`config.mk`:
```
export PLATFORM = sky130hd
export DESIGN_NAME = mem_copy_engine
export DESIGN_NICKNAME = d
export VERILOG_FILES = /design/src/rtl/mem_copy_engine.sv
export SDC_FILE = /design/constraint.sdc
export NUM_CORES = 1
export LEC_CHECK = 0
export CORE_UTILIZATION = 52
export DETAILED_ROUTE_END_ITERATION = 7
export MAX_ROUTING_LAYER = met4
export PLACE_DENSITY_LB_ADDON = 0.05
export SYNTH_ARGS = -nofsm -noshare
export SYNTH_HDL_FRONTEND = slang
export SYNTH_SLANG_ARGS = --single-unit
```
`constraint.sdc`:
```
create_clock -name clk -period 3 [get_ports clk]
set_input_delay 0.6 -clock clk [delete_from_list [all_inputs] [get_ports clk]]
set_output_delay 0.6 -clock clk [all_outputs]
set_load 0.01 [all_outputs]
```
`src/rtl/mem_copy_engine.sv`:
```
// Word-granular block-copy initiator: reads a source word over the memory's
// combinational read path, then writes it to the destination, one word per two cycles.
module mem_copy_engine #(
    parameter int unsigned COUNT_W = 16
) (
    input  logic               clk,
    input  logic               resetN,
    input  logic               start,
    input  logic [31:0]        srcAddr,
    input  logic [31:0]        dstAddr,
    input  logic [COUNT_W-1:0] wordCount,
    output logic [31:0]        memAddr,
    output logic               memWrEn,
    output logic [31:0]        memDataOut,
    input  logic [31:0]        memDataIn,
    output logic               busy,
    output logic               done,
    output logic [COUNT_W-1:0] wordsDone
);

    localparam int unsigned ADDR_W    = 32;
    localparam int unsigned DATA_W    = 32;
    localparam logic [ADDR_W-1:0] WORD_BYTES = ADDR_W'(4);
    localparam logic [ADDR_W-1:0] ALIGN_MASK = ~ADDR_W'(3);

    typedef enum logic [1:0] {
        S_IDLE  = 2'd0,
        S_READ  = 2'd1,
        S_WRITE = 2'd2,
        S_DONE  = 2'd3
    } state_e;

    state_e              state_q, state_d;
    logic [ADDR_W-1:0]   cur_src_q, cur_src_d;
    logic [ADDR_W-1:0]   cur_dst_q, cur_dst_d;
    logic [COUNT_W-1:0]  remaining_q, remaining_d;
    logic [COUNT_W-1:0]  words_done_q, words_done_d;
    logic [DATA_W-1:0]   data_buf_q, data_buf_d;
    logic [ADDR_W-1:0]   mem_addr_q, mem_addr_d;
    logic                mem_wr_en_q, mem_wr_en_d;
    logic [DATA_W-1:0]   mem_data_out_q, mem_data_out_d;
    logic                busy_q, busy_d;
    logic                done_q, done_d;

    // Next-state logic; memory-side outputs are decoded from the next state so they register cleanly.
    always_comb begin
        state_d        = state_q;
        cur_src_d      = cur_src_q;
        cur_dst_d      = cur_dst_q;
        remaining_d    = remaining_q;
        words_done_d   = words_done_q;
        data_buf_d     = data_buf_q;
        mem_addr_d     = '0;
        mem_wr_en_d    = 1'b0;
        mem_data_out_d = '0;
        busy_d         = 1'b0;
        done_d         = 1'b0;

        unique case (state_q)
            S_IDLE: begin
                if (start) begin
                    cur_src_d    = srcAddr & ALIGN_MASK;
                    cur_dst_d    = dstAddr & ALIGN_MASK;
                    remaining_d  = wordCount;
                    words_done_d = '0;
                    state_d      = (wordCount == '0) ? S_DONE : S_READ;
                end
            end
            S_READ: begin
                data_buf_d = memDataIn;
                state_d    = S_WRITE;
            end
            S_WRITE: begin
                cur_src_d    = cur_src_q + WORD_BYTES;
                cur_dst_d    = cur_dst_q + WORD_BYTES;
                remaining_d  = remaining_q - COUNT_W'(1);
                words_done_d = words_done_q + COUNT_W'(1);
                state_d      = (remaining_q == COUNT_W'(1)) ? S_DONE : S_READ;
            end
            S_DONE: begin
                state_d = S_IDLE;
            end
            default: begin
                state_d = S_IDLE;
            end
        endcase

        unique case (state_d)
            S_READ: begin
                mem_addr_d = cur_src_d;
            end
            S_WRITE: begin
                mem_addr_d     = cur_dst_d;
                mem_wr_en_d    = 1'b1;
                mem_data_out_d = data_buf_d;
            end
            default: begin
                mem_addr_d = '0;
            end
        endcase

        busy_d = (state_d != S_IDLE);
        done_d = (state_d == S_DONE);
    end

    always_ff @(posedge clk) begin
        if (!resetN) begin
            state_q        <= S_IDLE;
            cur_src_q      <= '0;
            cur_dst_q      <= '0;
            remaining_q    <= '0;
            words_done_q   <= '0;
            data_buf_q     <= '0;
            mem_addr_q     <= '0;
            mem_wr_en_q    <= 1'b0;
            mem_data_out_q <= '0;
            busy_q         <= 1'b0;
            done_q         <= 1'b0;
        end else begin
            state_q        <= state_d;
            cur_src_q      <= cur_src_d;
            cur_dst_q      <= cur_dst_d;
            remaining_q    <= remaining_d;
            words_done_q   <= words_done_d;
            data_buf_q     <= data_buf_d;
            mem_addr_q     <= mem_addr_d;
            mem_wr_en_q    <= mem_wr_en_d;
            mem_data_out_q <= mem_data_out_d;
            busy_q         <= busy_d;
            done_q         <= done_d;
        end
    end

    // Reset asserted during a WRITE cycle must suppress that cycle's commit at the memory.
    assign memWrEn    = mem_wr_en_q & resetN;
    assign memAddr    = mem_addr_q;
    assign memDataOut = mem_data_out_q;
    assign busy       = busy_q;
    assign done       = done_q;
    assign wordsDone  = words_done_q;

endmodule

```
==> metrics.md <==
| Metric | Value |
|---|---|
| Outcome | completed |
| Slew at the pin with the worst max-slew slack | 1.06 ns |
| Class of the worst hold path | reg -> reg |
| Crit Path Category | in -> out |
| Area leader, netlist | sky130_fd_sc_hd__dfxtp_1 |
| Commonest cells after routing, fill and taps aside | 193 x sky130_fd_sc_hd__clkdlybuf4s50_1, 164 x sky130_fd_sc_hd__dfxtp_1, 94 x sky130_fd_sc_hd__nor2_1 |
| Root Buffer | sky130_fd_sc_hd__clkbuf_16 |
| Layout Cell Area excl Fill | 0.0104 sq mm |
| Endpoints failing hold | 0 |
| GRT overflow | 0 |
| Placeable core area | 0.0140 sq mm |
| Final RePlAce weighted congestion | 0.963 |
| Post-layout power | 5.63 mW |
| Setup_tns | 0 ns |
| Post-detailed-placement half-perimeter wirelength | 16.1 mm |
| Final slew viol count | 0 |
| Required time of the worst setup path | 2.40 ns |
| Period minus WS final | 2.62 ns |
| Number of vias per cell | 6.06 |
| Effective utilization at floorplan | 0.538 |
| Routed vias | 7,692 |
| Post-cts hold buffer count | 0 |
| Area of the multi-input gates | 0.00396 sq mm |
| Die height | 122 microns |
| Sinks on Clock Net | 165 |
| Number of cells in the finished layout apart from fillers | 1,269 |
| Headroom to the max-slew limit | 0.287 |
| Largest fanout of any net on the critical path | 5 |
| Synth-to-layout area growth | 37.6% |
| Top-area cell type share of the netlist area | 0.438 |
| Synthesized flop and latch total | 165 |
| Most common library cell in the layout ignoring fill and taps | sky130_fd_sc_hd__clkdlybuf4s50_1 |
| Period Utilization, post-route | 0.873 |
| Final Worst Setup Slack | 0.381 ns |
| Total detailed-routing wirelength | 23.8 mm |
| Dominant register cell in the synthesized netlist | sky130_fd_sc_hd__dfxtp_1 |
| Total Routing Usage GR | 0.325 |
| Number of iterations in the first detailed-routing pass | 6 |
| Number of input and output port buffers inserted | 193 |
| Total Die Area | 0.0150 sq mm |
| CTS buffer count | 17 |
| Number of enable flip-flop cells after synthesis | 0 |
| Leading cell types by total area after synthesis | sky130_fd_sc_hd__dfxtp_1 44%, sky130_fd_sc_hd__nor2_1 4.7%, sky130_fd_sc_hd__a21oi_1 4.1% |
| Post-synthesis average cell area | 8.49 sq um |
| Placed Area | 0.00978 sq mm |
| Crit start category | input pin |
| Std cell rows | 43 |
| Buffers inserted during post-CTS setup optimization | 0 |
| Total power divided by cell area | 541 mW/mm^2 |
| DRC errors left | 0 |
| H-tree levels | 4 |
| Clock transition at the registers of the reported paths | 0.06 ns |
| Crit path capture type | output port |
| Share of final-layout standard cells stronger than drive strength 1 | 0.0909 |
| Finish-stage setup viols | 0 |
| Number of antenna violations at the first check in global routing | 0 |
| End-of-flow core utilization | 0.740 |
| Total number of yosys warnings | 0 |
| Number of nets with antenna violations after routing | 0 |
| Maximum resistive drop on vdd | 0.000420 V |
| Post-layout net count | 1,196 |
| Syn Nets | 1,009 |
| Vias in the first global route | 7,081 |
| Maximum number of pins on one net before global-route repair | 48 |
| Sequential cell area | 0.00330 sq mm |
| CTS tree | yes |
| Fraction of the yosys area taken by sequential cells | 0.438 |
| Cts repair resizes | 0 |
| Unique cell type count in the Yosys netlist | 73 |
| Critical Path Source | resetN |
| DRC violation total after the first TritonRoute iteration | 665 |
| Placed Instances | 1,237 |
| Worst setup timing slack at the placement stage | 0.394 ns |
| Async set-or-reset flop fraction in the synthesized netlist | 0 |
| Critical hold path startpoint | remaining_q[14] |
| Leakage | 3.84 nW |
| Max-capacitance violation count | 0 |
| Synth Cell Area | 0.00755 sq mm |
| Largest clock skew in the final design | 0.00536 ns |
| Highest clock frequency the design can meet | 0.382 GHz |
| Final antenna diode count | 0 |
| Routed length per placed instance | 18.7 microns |
| Skew-Pair Late Insertion Delay | 0.43 ns |
| Global-route wire length before repair | 36.6 mm |
| Synth Instances | 889 |
| Die Span X | 122 microns |
| RSZ-0062 raised after global routing | no |
| Fillers | 1,122 |
| Number of buffers on the longest clock path | 2 |
| Count of pins on the block boundary | 198 |
| Critical path data arrival time | 2.02 ns |
| Min Hold Slack | 0.460 ns |
| Source of the worst register-to-register timing path | state_q[1] |
==> where the power goes <==
group / switching (mW) / leakage, nW / total [mW] / internal (mW)
logic: 0.447 / 2.20 / 0.887 / 0.440
registers: 0.137 / 1.35 / 2.46 / 2.32
clock network: 0.959 / 0.287 / 2.28 / 1.32
==> synthesized netlist by cell type (all sizes together), types with 2 or more instances <==
cell / number
mux2: 2
a211oi: 8
o31ai: 3
nand2b: 3
a41oi: 2
o22a: 2
nor2b: 6
o32a: 3
nand2: 72
a22o: 17
o2bb2ai: 3
a21oi: 63
o21a: 11
dfxtp: 165
o22ai: 28
mux2i: 4
and2: 49
nor2: 96
and3: 22
a32o: 4
a221oi: 3
xnor2: 5
o32ai: 2
nor4: 11
o221a: 2
ha: 5
inv: 11
clkbuf: 36
xor2: 14
o311ai: 2
o221ai: 8
nor3b: 2
nor3: 21
a31oi: 15
nand4: 20
nand4b: 2
nand3b: 3
and4: 4
a311oi: 7
buf: 27
nand3: 37
or4: 3
a22oi: 24
o21ai: 50
==> worst max-delay path: stages <==
cell and delay, ns:
sky130_fd_sc_hd__clkdlybuf4s50_1 0.69, sky130_fd_sc_hd__and2_1 0.19, sky130_fd_sc_hd__clkdlybuf4s50_1 0.54
==> final cells by class <==
type,count,area share
Tap cell,180,0.0217
Inverter,11,0.00397
Clock inverter,14,0.0172
Timing Repair Buffer,231,0.217
Multi-Input combinational cell,650,0.381
Sequential cell,165,0.318
Clock buffer,18,0.0413
==> routing by layer <==
layer	vias to the layer above	GRT usage	routed length (microns)
li1	3642	-	-
met1	3588	0.433	10200
met2	412	0.495	10900
met3	50	0.0516	2010
met4	0	0.123	581
met5	-	-	0
==> sequential cells by signal, indices dropped and copies added, names as in the netlist <==
| name | count |
|---|---|
| done | 1 |
| remaining_q | 16 |
| busy | 1 |
| state_q | 2 |
| mem_wr_en_q | 1 |
| cur_dst_q | 32 |
| memDataOut | 32 |
| cur_src_q | 32 |
| wordsDone | 16 |
| memAddr | 32 |
==> kinds of logic after synthesis <==
family	count (synthesis)	synth area share
xor gates and xnor gates	19	0.0220
DFF	165	0.438
adders and majority gates	5	0.00829
AOI/OAI and AO/OA	268	0.237
buffers and inverters	74	0.0399
muxes	6	0.00829
and+or+nand+nor	352	0.247
==> final timing paths <==
| path | end | slack (ns) | cells past startpoint |
|---|---|---|---|
| worst max-delay path | memWrEn | 0.38 | 3 |
| worst min-delay path | remaining_q[14] | 0.46 | 2 |
| worst max register to register | memAddr[12] | 0.46 | 5 |
| worst min register to register | remaining_q[14] | 0.46 | 2 |
Note: power is estimated with default switching activity, not from simulation.
